## src/rtl/rgb_set_lane_arbiter_if.sv

```systemverilog
// Lane/collector bundle for rgb_set_lane_arbiter: two lane feeders (valid/ball/ready) plus the downstream event outputs.
// Latency: none (signal bundle only).
// Backpressure: inX_ready is driven by the arbiter; feeders hold inX_valid/inX_ball until a ready cycle.
// Ports: master = lane feeders + downstream sink (test environment), slave = arbiter.
interface rgb_set_lane_arbiter_if #(
    parameter int CNT_W = 8
);
    logic             in0_valid;
    logic [1:0]       in0_ball;
    logic             in0_ready;
    logic             in1_valid;
    logic [1:0]       in1_ball;
    logic             in1_ready;
    logic [1:0]       grant;
    logic             busy;
    logic             set_done;
    logic             abort;
    logic             set_lane;
    logic             reject;
    logic [CNT_W-1:0] set_count;

    modport master (
        output in0_valid, in0_ball, in1_valid, in1_ball,
        input  in0_ready, in1_ready, grant, busy, set_done, abort,
               set_lane, reject, set_count
    );

    modport slave (
        input  in0_valid, in0_ball, in1_valid, in1_ball,
        output in0_ready, in1_ready, grant, busy, set_done, abort,
               set_lane, reject, set_count
    );
endinterface

```

## src/rtl/rgb_set_lane_arbiter.sv

```systemverilog
// Round-robin lock of one G/B/R set collector between two ball lanes; lock held until set complete or idle timeout.
// Latency: grant 1 cycle after valid in IDLE; set_done/abort/reject registered, 1 cycle after the causing event.
// Backpressure: only the owner lane sees ready during COLLECT; ready comes from registered state, never from valid.
// Ports: clk, rst (sync, active-high); lane_bus (slave) carries both lane handshakes, grant/busy,
//        set_done/abort/reject pulses, set_lane and the saturating set_count.
module rgb_set_lane_arbiter #(
    parameter int CNT_W   = 8,
    parameter int TIMEOUT = 15
) (
    input  logic                  clk,
    input  logic                  rst,
    rgb_set_lane_arbiter_if.slave lane_bus
);

    typedef enum logic {
        ST_IDLE    = 1'b0,
        ST_COLLECT = 1'b1
    } state_t;

    // Idle counter fires one count before TIMEOUT so that abort lands
    // TIMEOUT+1 cycles after the last handshake once the pulse is registered.
    localparam logic [7:0] TO_LAST = 8'(TIMEOUT - 1);

    state_t           r_state;
    logic             r_owner;
    logic             r_last_lane;
    logic [2:0]       r_mask;
    logic [7:0]       r_idle_cnt;
    logic [1:0]       r_grant;
    logic             r_set_done;
    logic             r_abort;
    logic             r_reject;
    logic             r_set_lane;
    logic [CNT_W-1:0] r_set_count;

    logic             w_vld;
    logic [1:0]       w_ball;
    logic             w_hs;
    logic [2:0]       w_colour_bit;
    logic             w_invalid;
    logic             w_dup;
    logic [2:0]       w_mask_nxt;
    logic             w_complete;
    logic             w_timeout;
    logic             w_pick;

    always_comb begin
        w_vld        = r_owner ? lane_bus.in1_valid : lane_bus.in0_valid;
        w_ball       = r_owner ? lane_bus.in1_ball  : lane_bus.in0_ball;
        w_hs         = (r_state == ST_COLLECT) && w_vld;
        w_colour_bit = 3'b000;
        case (w_ball)
            2'b00:   w_colour_bit = 3'b001;
            2'b01:   w_colour_bit = 3'b010;
            2'b10:   w_colour_bit = 3'b100;
            default: w_colour_bit = 3'b000;
        endcase
        w_invalid  = (w_ball == 2'b11);
        w_dup      = |(w_colour_bit & r_mask);
        w_mask_nxt = r_mask | w_colour_bit;
        w_complete = w_hs && !w_invalid && !w_dup && (w_mask_nxt == 3'b111);
        w_timeout  = (r_state == ST_COLLECT) && !w_hs && (r_idle_cnt == TO_LAST);
        // Tie goes to the lane that did not own the previous lock.
        if (lane_bus.in0_valid && lane_bus.in1_valid) begin
            w_pick = ~r_last_lane;
        end else begin
            w_pick = lane_bus.in1_valid;
        end
    end

    always_ff @(posedge clk) begin
        if (rst) begin
            r_state     <= ST_IDLE;
            r_owner     <= 1'b0;
            r_last_lane <= 1'b1;
            r_mask      <= 3'b000;
            r_idle_cnt  <= 8'd0;
            r_grant     <= 2'b00;
            r_set_done  <= 1'b0;
            r_abort     <= 1'b0;
            r_reject    <= 1'b0;
            r_set_lane  <= 1'b0;
            r_set_count <= '0;
        end else begin
            r_set_done <= 1'b0;
            r_abort    <= 1'b0;
            r_reject   <= 1'b0;
            case (r_state)
                ST_IDLE: begin
                    if (lane_bus.in0_valid || lane_bus.in1_valid) begin
                        r_state    <= ST_COLLECT;
                        r_owner    <= w_pick;
                        r_grant    <= w_pick ? 2'b10 : 2'b01;
                        r_mask     <= 3'b000;
                        r_idle_cnt <= 8'd0;
                    end
                end
                ST_COLLECT: begin
                    if (w_hs) begin
                        r_idle_cnt <= 8'd0;
                        if (w_invalid || w_dup) begin
                            r_reject <= 1'b1;
                        end else if (w_complete) begin
                            r_set_done  <= 1'b1;
                            r_set_lane  <= r_owner;
                            r_last_lane <= r_owner;
                            if (r_set_count != '1) begin
                                r_set_count <= r_set_count + 1'b1;
                            end
                            r_mask  <= 3'b000;
                            r_state <= ST_IDLE;
                            r_grant <= 2'b00;
                        end else begin
                            r_mask <= w_mask_nxt;
                        end
                    end else if (w_timeout) begin
                        // Partial set is dropped; the lock passes on like a completion.
                        r_abort     <= 1'b1;
                        r_set_lane  <= r_owner;
                        r_last_lane <= r_owner;
                        r_mask      <= 3'b000;
                        r_idle_cnt  <= 8'd0;
                        r_state     <= ST_IDLE;
                        r_grant     <= 2'b00;
                    end else begin
                        r_idle_cnt <= r_idle_cnt + 8'd1;
                    end
                end
                default: begin
                    r_state <= ST_IDLE;
                    r_grant <= 2'b00;
                end
            endcase
        end
    end

    assign lane_bus.in0_ready = r_grant[0];
    assign lane_bus.in1_ready = r_grant[1];
    assign lane_bus.grant     = r_grant;
    assign lane_bus.busy      = (r_state == ST_COLLECT);
    assign lane_bus.set_done  = r_set_done;
    assign lane_bus.abort     = r_abort;
    assign lane_bus.reject    = r_reject;
    assign lane_bus.set_lane  = r_set_lane;
    assign lane_bus.set_count = r_set_count;

endmodule

```

## src/flat_wrapper.sv

```systemverilog
// flat-port wrapper written by rule: the top's interface ports become plain ports
module rgb_set_lane_arbiter_flat 
#(
    parameter int CNT_W   = 8,
    parameter int TIMEOUT = 15
)
  (clk, rst, lane_bus_in0_valid, lane_bus_in0_ball, lane_bus_in1_valid, lane_bus_in1_ball, lane_bus_in0_ready, lane_bus_in1_ready, lane_bus_grant, lane_bus_busy, lane_bus_set_done, lane_bus_abort, lane_bus_set_lane, lane_bus_reject, lane_bus_set_count);
  rgb_set_lane_arbiter_if #(.CNT_W(CNT_W)) lane_bus_i ();
  input  logic clk;
  input  logic rst;
  input wire logic [$bits(lane_bus_i.in0_valid)-1:0] lane_bus_in0_valid;
  input wire logic [$bits(lane_bus_i.in0_ball)-1:0] lane_bus_in0_ball;
  input wire logic [$bits(lane_bus_i.in1_valid)-1:0] lane_bus_in1_valid;
  input wire logic [$bits(lane_bus_i.in1_ball)-1:0] lane_bus_in1_ball;
  output wire logic [$bits(lane_bus_i.in0_ready)-1:0] lane_bus_in0_ready;
  output wire logic [$bits(lane_bus_i.in1_ready)-1:0] lane_bus_in1_ready;
  output wire logic [$bits(lane_bus_i.grant)-1:0] lane_bus_grant;
  output wire logic [$bits(lane_bus_i.busy)-1:0] lane_bus_busy;
  output wire logic [$bits(lane_bus_i.set_done)-1:0] lane_bus_set_done;
  output wire logic [$bits(lane_bus_i.abort)-1:0] lane_bus_abort;
  output wire logic [$bits(lane_bus_i.set_lane)-1:0] lane_bus_set_lane;
  output wire logic [$bits(lane_bus_i.reject)-1:0] lane_bus_reject;
  output wire logic [$bits(lane_bus_i.set_count)-1:0] lane_bus_set_count;
  assign lane_bus_i.in0_valid = lane_bus_in0_valid;
  assign lane_bus_i.in0_ball = lane_bus_in0_ball;
  assign lane_bus_i.in1_valid = lane_bus_in1_valid;
  assign lane_bus_i.in1_ball = lane_bus_in1_ball;
  assign lane_bus_in0_ready = lane_bus_i.in0_ready;
  assign lane_bus_in1_ready = lane_bus_i.in1_ready;
  assign lane_bus_grant = lane_bus_i.grant;
  assign lane_bus_busy = lane_bus_i.busy;
  assign lane_bus_set_done = lane_bus_i.set_done;
  assign lane_bus_abort = lane_bus_i.abort;
  assign lane_bus_set_lane = lane_bus_i.set_lane;
  assign lane_bus_reject = lane_bus_i.reject;
  assign lane_bus_set_count = lane_bus_i.set_count;
  rgb_set_lane_arbiter #(.CNT_W(CNT_W), .TIMEOUT(TIMEOUT)) u_core (.clk(clk), .rst(rst), .lane_bus(lane_bus_i));
endmodule
```

## config.mk

```make
export PLATFORM = sky130hd
export DESIGN_NAME = rgb_set_lane_arbiter_flat
export DESIGN_NICKNAME = d
export VERILOG_FILES = /design/src/rtl/rgb_set_lane_arbiter_if.sv /design/src/rtl/rgb_set_lane_arbiter.sv /design/src/flat_wrapper.sv
export SDC_FILE = /design/constraint.sdc
export NUM_CORES = 1
export LEC_CHECK = 0
export ABC_CLOCK_PERIOD_IN_PS = 3500
export CAP_MARGIN = 30
export CORE_MARGIN = 2
export CORE_UTILIZATION = 40
export CTS_CLUSTER_DIAMETER = 50
export DETAILED_ROUTE_END_ITERATION = 12
export GPL_TIMING_DRIVEN = 0
export PLACE_DENSITY = 0.62
export REMOVE_ABC_BUFFERS = 1
export SKIP_CTS_REPAIR_TIMING = 1
export SYNTH_ARGS = -nofsm -noshare
export SYNTH_HDL_FRONTEND = slang
export SYNTH_SLANG_ARGS = --single-unit
```

## constraint.sdc

```tcl
create_clock -name clk -period 3.5 [get_ports clk]
set_input_delay 0.35 -clock clk [delete_from_list [all_inputs] [get_ports clk]]
set_output_delay 0.35 -clock clk [all_outputs]
set_load 0.01 [all_outputs]
```

==> metrics.yaml <==
synth-edff-count: 0
pre_cts_ws_ps: 702
layout.cells.most_common: "dfxtp_1"
slew_violations: 0
synthCells: 176
r2r_slack_ps: 1010
crit_fanout: 15
setup_ws_ps: 1010
cts-htree-levels: 1
cp.arrival_ps: 2650
clk_pin_slew_ps: 90
die_h_um: 64.7
die_w_um: 64.7
relSlewSlack: 0.606
r2r_cells: 6
cts_tree: "done"
synth_area_per_cell_um2: 8.37
wl_per_cell_um: 13.0
startpoint: "u_core.r_owner"
synthFlopType: "dfxtp_1"
clock-sinks: 28
first_iter_violations: 68
max_freq_mhz: 402
overflow: 0
antenna_found_initial: 0
clockBufferDepth: 2
fin_nets: 207
end_kind: "register"
num_rows: 22
route.vias.total: 1365
synth_area_mm2: 0.00147
drtAntennaViolNets: 0
setup_viol: 0
drive_above_1_share: 0.0821
reg2reg_from: "u_core.r_owner"
tightest_slew_ps: 587
io_pins: 25
clock-root-buffer: "clkbuf_8"
synthArstFlopShare: 0
r2r_end: "u_core.lane_bus.set_count[5]"
track_usage: 0.169
yosys_warnings: 0
outcome: "finished clean"
criticalPathCategory: "register to register"
antennaDiodeCount: 0
port-buffer-count: 24
routed_wl_mm: 3.17
ys_ff_latch: 28
power_density_mw_per_mm2: 344
period_needed_ps: 2490
areaGrowthSynthToFinish_pct: 22.7
drv_cap: 0
ys_seq_area_frac: 0.380
numCtsBuffers: 3
skew_ps: 2.61
hpwlAfterDp_mm: 2.33
die-area_mm2: 0.00419
grt_max_degree: 24
drt-pass1-iter-count: 4
initial_core_util: 0.409
via_per_inst: 5.62
p_leak_nw: 0.599
crit_required_ps: 3660
ir_drop_mv: 0.163
final_cell_mix: "28 x dfxtp_1, 24 x clkdlybuf4s50_1, 14 x nor3_1, 14 x nor2_1, 12 x nand2_1"
hold_viol_final: 0
insertion_delay_ps: 270
synth_cell_types: 41
cp-start-kind: "register"
grt_pass1_vias: 1323
endpoint: "u_core.lane_bus.set_count[5]"
setup_tns_ps: 0
coreArea_mm2: 0.00361
rsz0062_at_grt: "no"
drc: 0
place_congestion: 0.747
post-route-period-util: 0.712
hold_class: "register to register"
grt_pass1_wl_mm: 5.70
==> report_power, final <==
part	switching (W)	internal, W	total [W]
sequential	0.0000108	0.000326	0.000337
clock	0.0000964	0.000101	0.000197
combinational	0.0000462	0.0000425	0.0000887
==> metrics by stage <==
step	std cells	utilization	power, W	hold WS (ps)	instance area [um2]
2_1_floorplan	164	-	0.000389	419	1410
3_3_place_gp	236	0.475	0.000426	477	1710
3_5_place_dp	238	0.484	0.000433	488	1750
4_1_cts	242	0.499	0.000633	503	1800
5_1_grt	243	0.501	0.000662	554	1810
6_report	243	0.501	0.000622	498	1810
==> synthesized netlist by cell type (all sizes together), types with 2 or more instances <==
master	instances	share of area
a21oi	11	0.037
a311oi	3	0.018
a41oi	3	0.018
and3	3	0.013
buf	4	0.021
clkbuf	8	0.020
dfxtp	28	0.38
ha	3	0.025
inv	7	0.018
mux2	6	0.048
mux2i	3	0.020
nand2	12	0.031
nand2b	2	0.0085
nand3	7	0.024
nand3b	3	0.015
nand4	3	0.013
nor2	14	0.036
nor2b	5	0.021
nor3	16	0.061
nor4	3	0.017
o21a	3	0.015
o21ai	7	0.024
o31ai	4	0.024
or3	3	0.013
or4	6	0.031
==> worst max-delay path, cell delays in order (launching register included) <==
cell	delay, ps
dfxtp_1	550
mux2_2	420
nor3_2	230
o31ai_2	130
buf_4	200
or4_1	530
mux2_1	320
==> layer usage <==
layer,routed length (um),GRT usage,part of all wire
met4,52,0.0559,0.016
met2,1480,0.290,0.47
met1,1510,0.213,0.48
met5,0,0,0
met3,127,0.0278,0.040
==> worst min path at each step <==
stage	start	endpoint	slack [ps]	cells past startpoint
detailed placement	u_core.lane_bus.grant[1]	u_core.lane_bus.grant[1]	490	2
global route	u_core.lane_bus.grant[1]	u_core.lane_bus.grant[1]	550	2
floorplan	rst	u_core.lane_bus.busy	420	1
finish	u_core.lane_bus.grant[1]	u_core.lane_bus.grant[1]	500	2
CTS	u_core.lane_bus.grant[1]	u_core.lane_bus.grant[1]	500	2
global placement	u_core.r_idle_cnt[7]	u_core.r_idle_cnt[7]	480	2
==> state kept, by name, indices dropped and copies added, names as in the netlist <==
signal / cells
u_core.r_idle_cnt: 8
u_core.lane_bus.set_lane: 1
u_core.lane_bus.set_count: 8
u_core.r_last_lane: 1
u_core.r_owner: 1
u_core.lane_bus.grant: 2
u_core.lane_bus.set_done: 1
u_core.r_mask: 3
u_core.lane_bus.abort: 1
u_core.lane_bus.busy: 1
u_core.lane_bus.reject: 1
==> cell families after synthesis <==
group,after synthesis,share of synthesized area
DFF,28,0.380
muxes,9,0.0688
and+or+nand+nor,79,0.292
adders and majority gates,3,0.0255
buffers and inverters,19,0.0594
AOI/OAI and AO/OA,38,0.174
==> layout make-up <==
cell class / instances / area [um2]
clock buffers: 4 / 55.1
inverters: 7 / 26.3
multi-input cells: 129 / 826
repair buffers: 27 / 280
flip-flops and latches: 28 / 561
fillers: 382 / 1800
well taps: 48 / 60.1
Note: power is estimated with default switching activity, not from simulation.
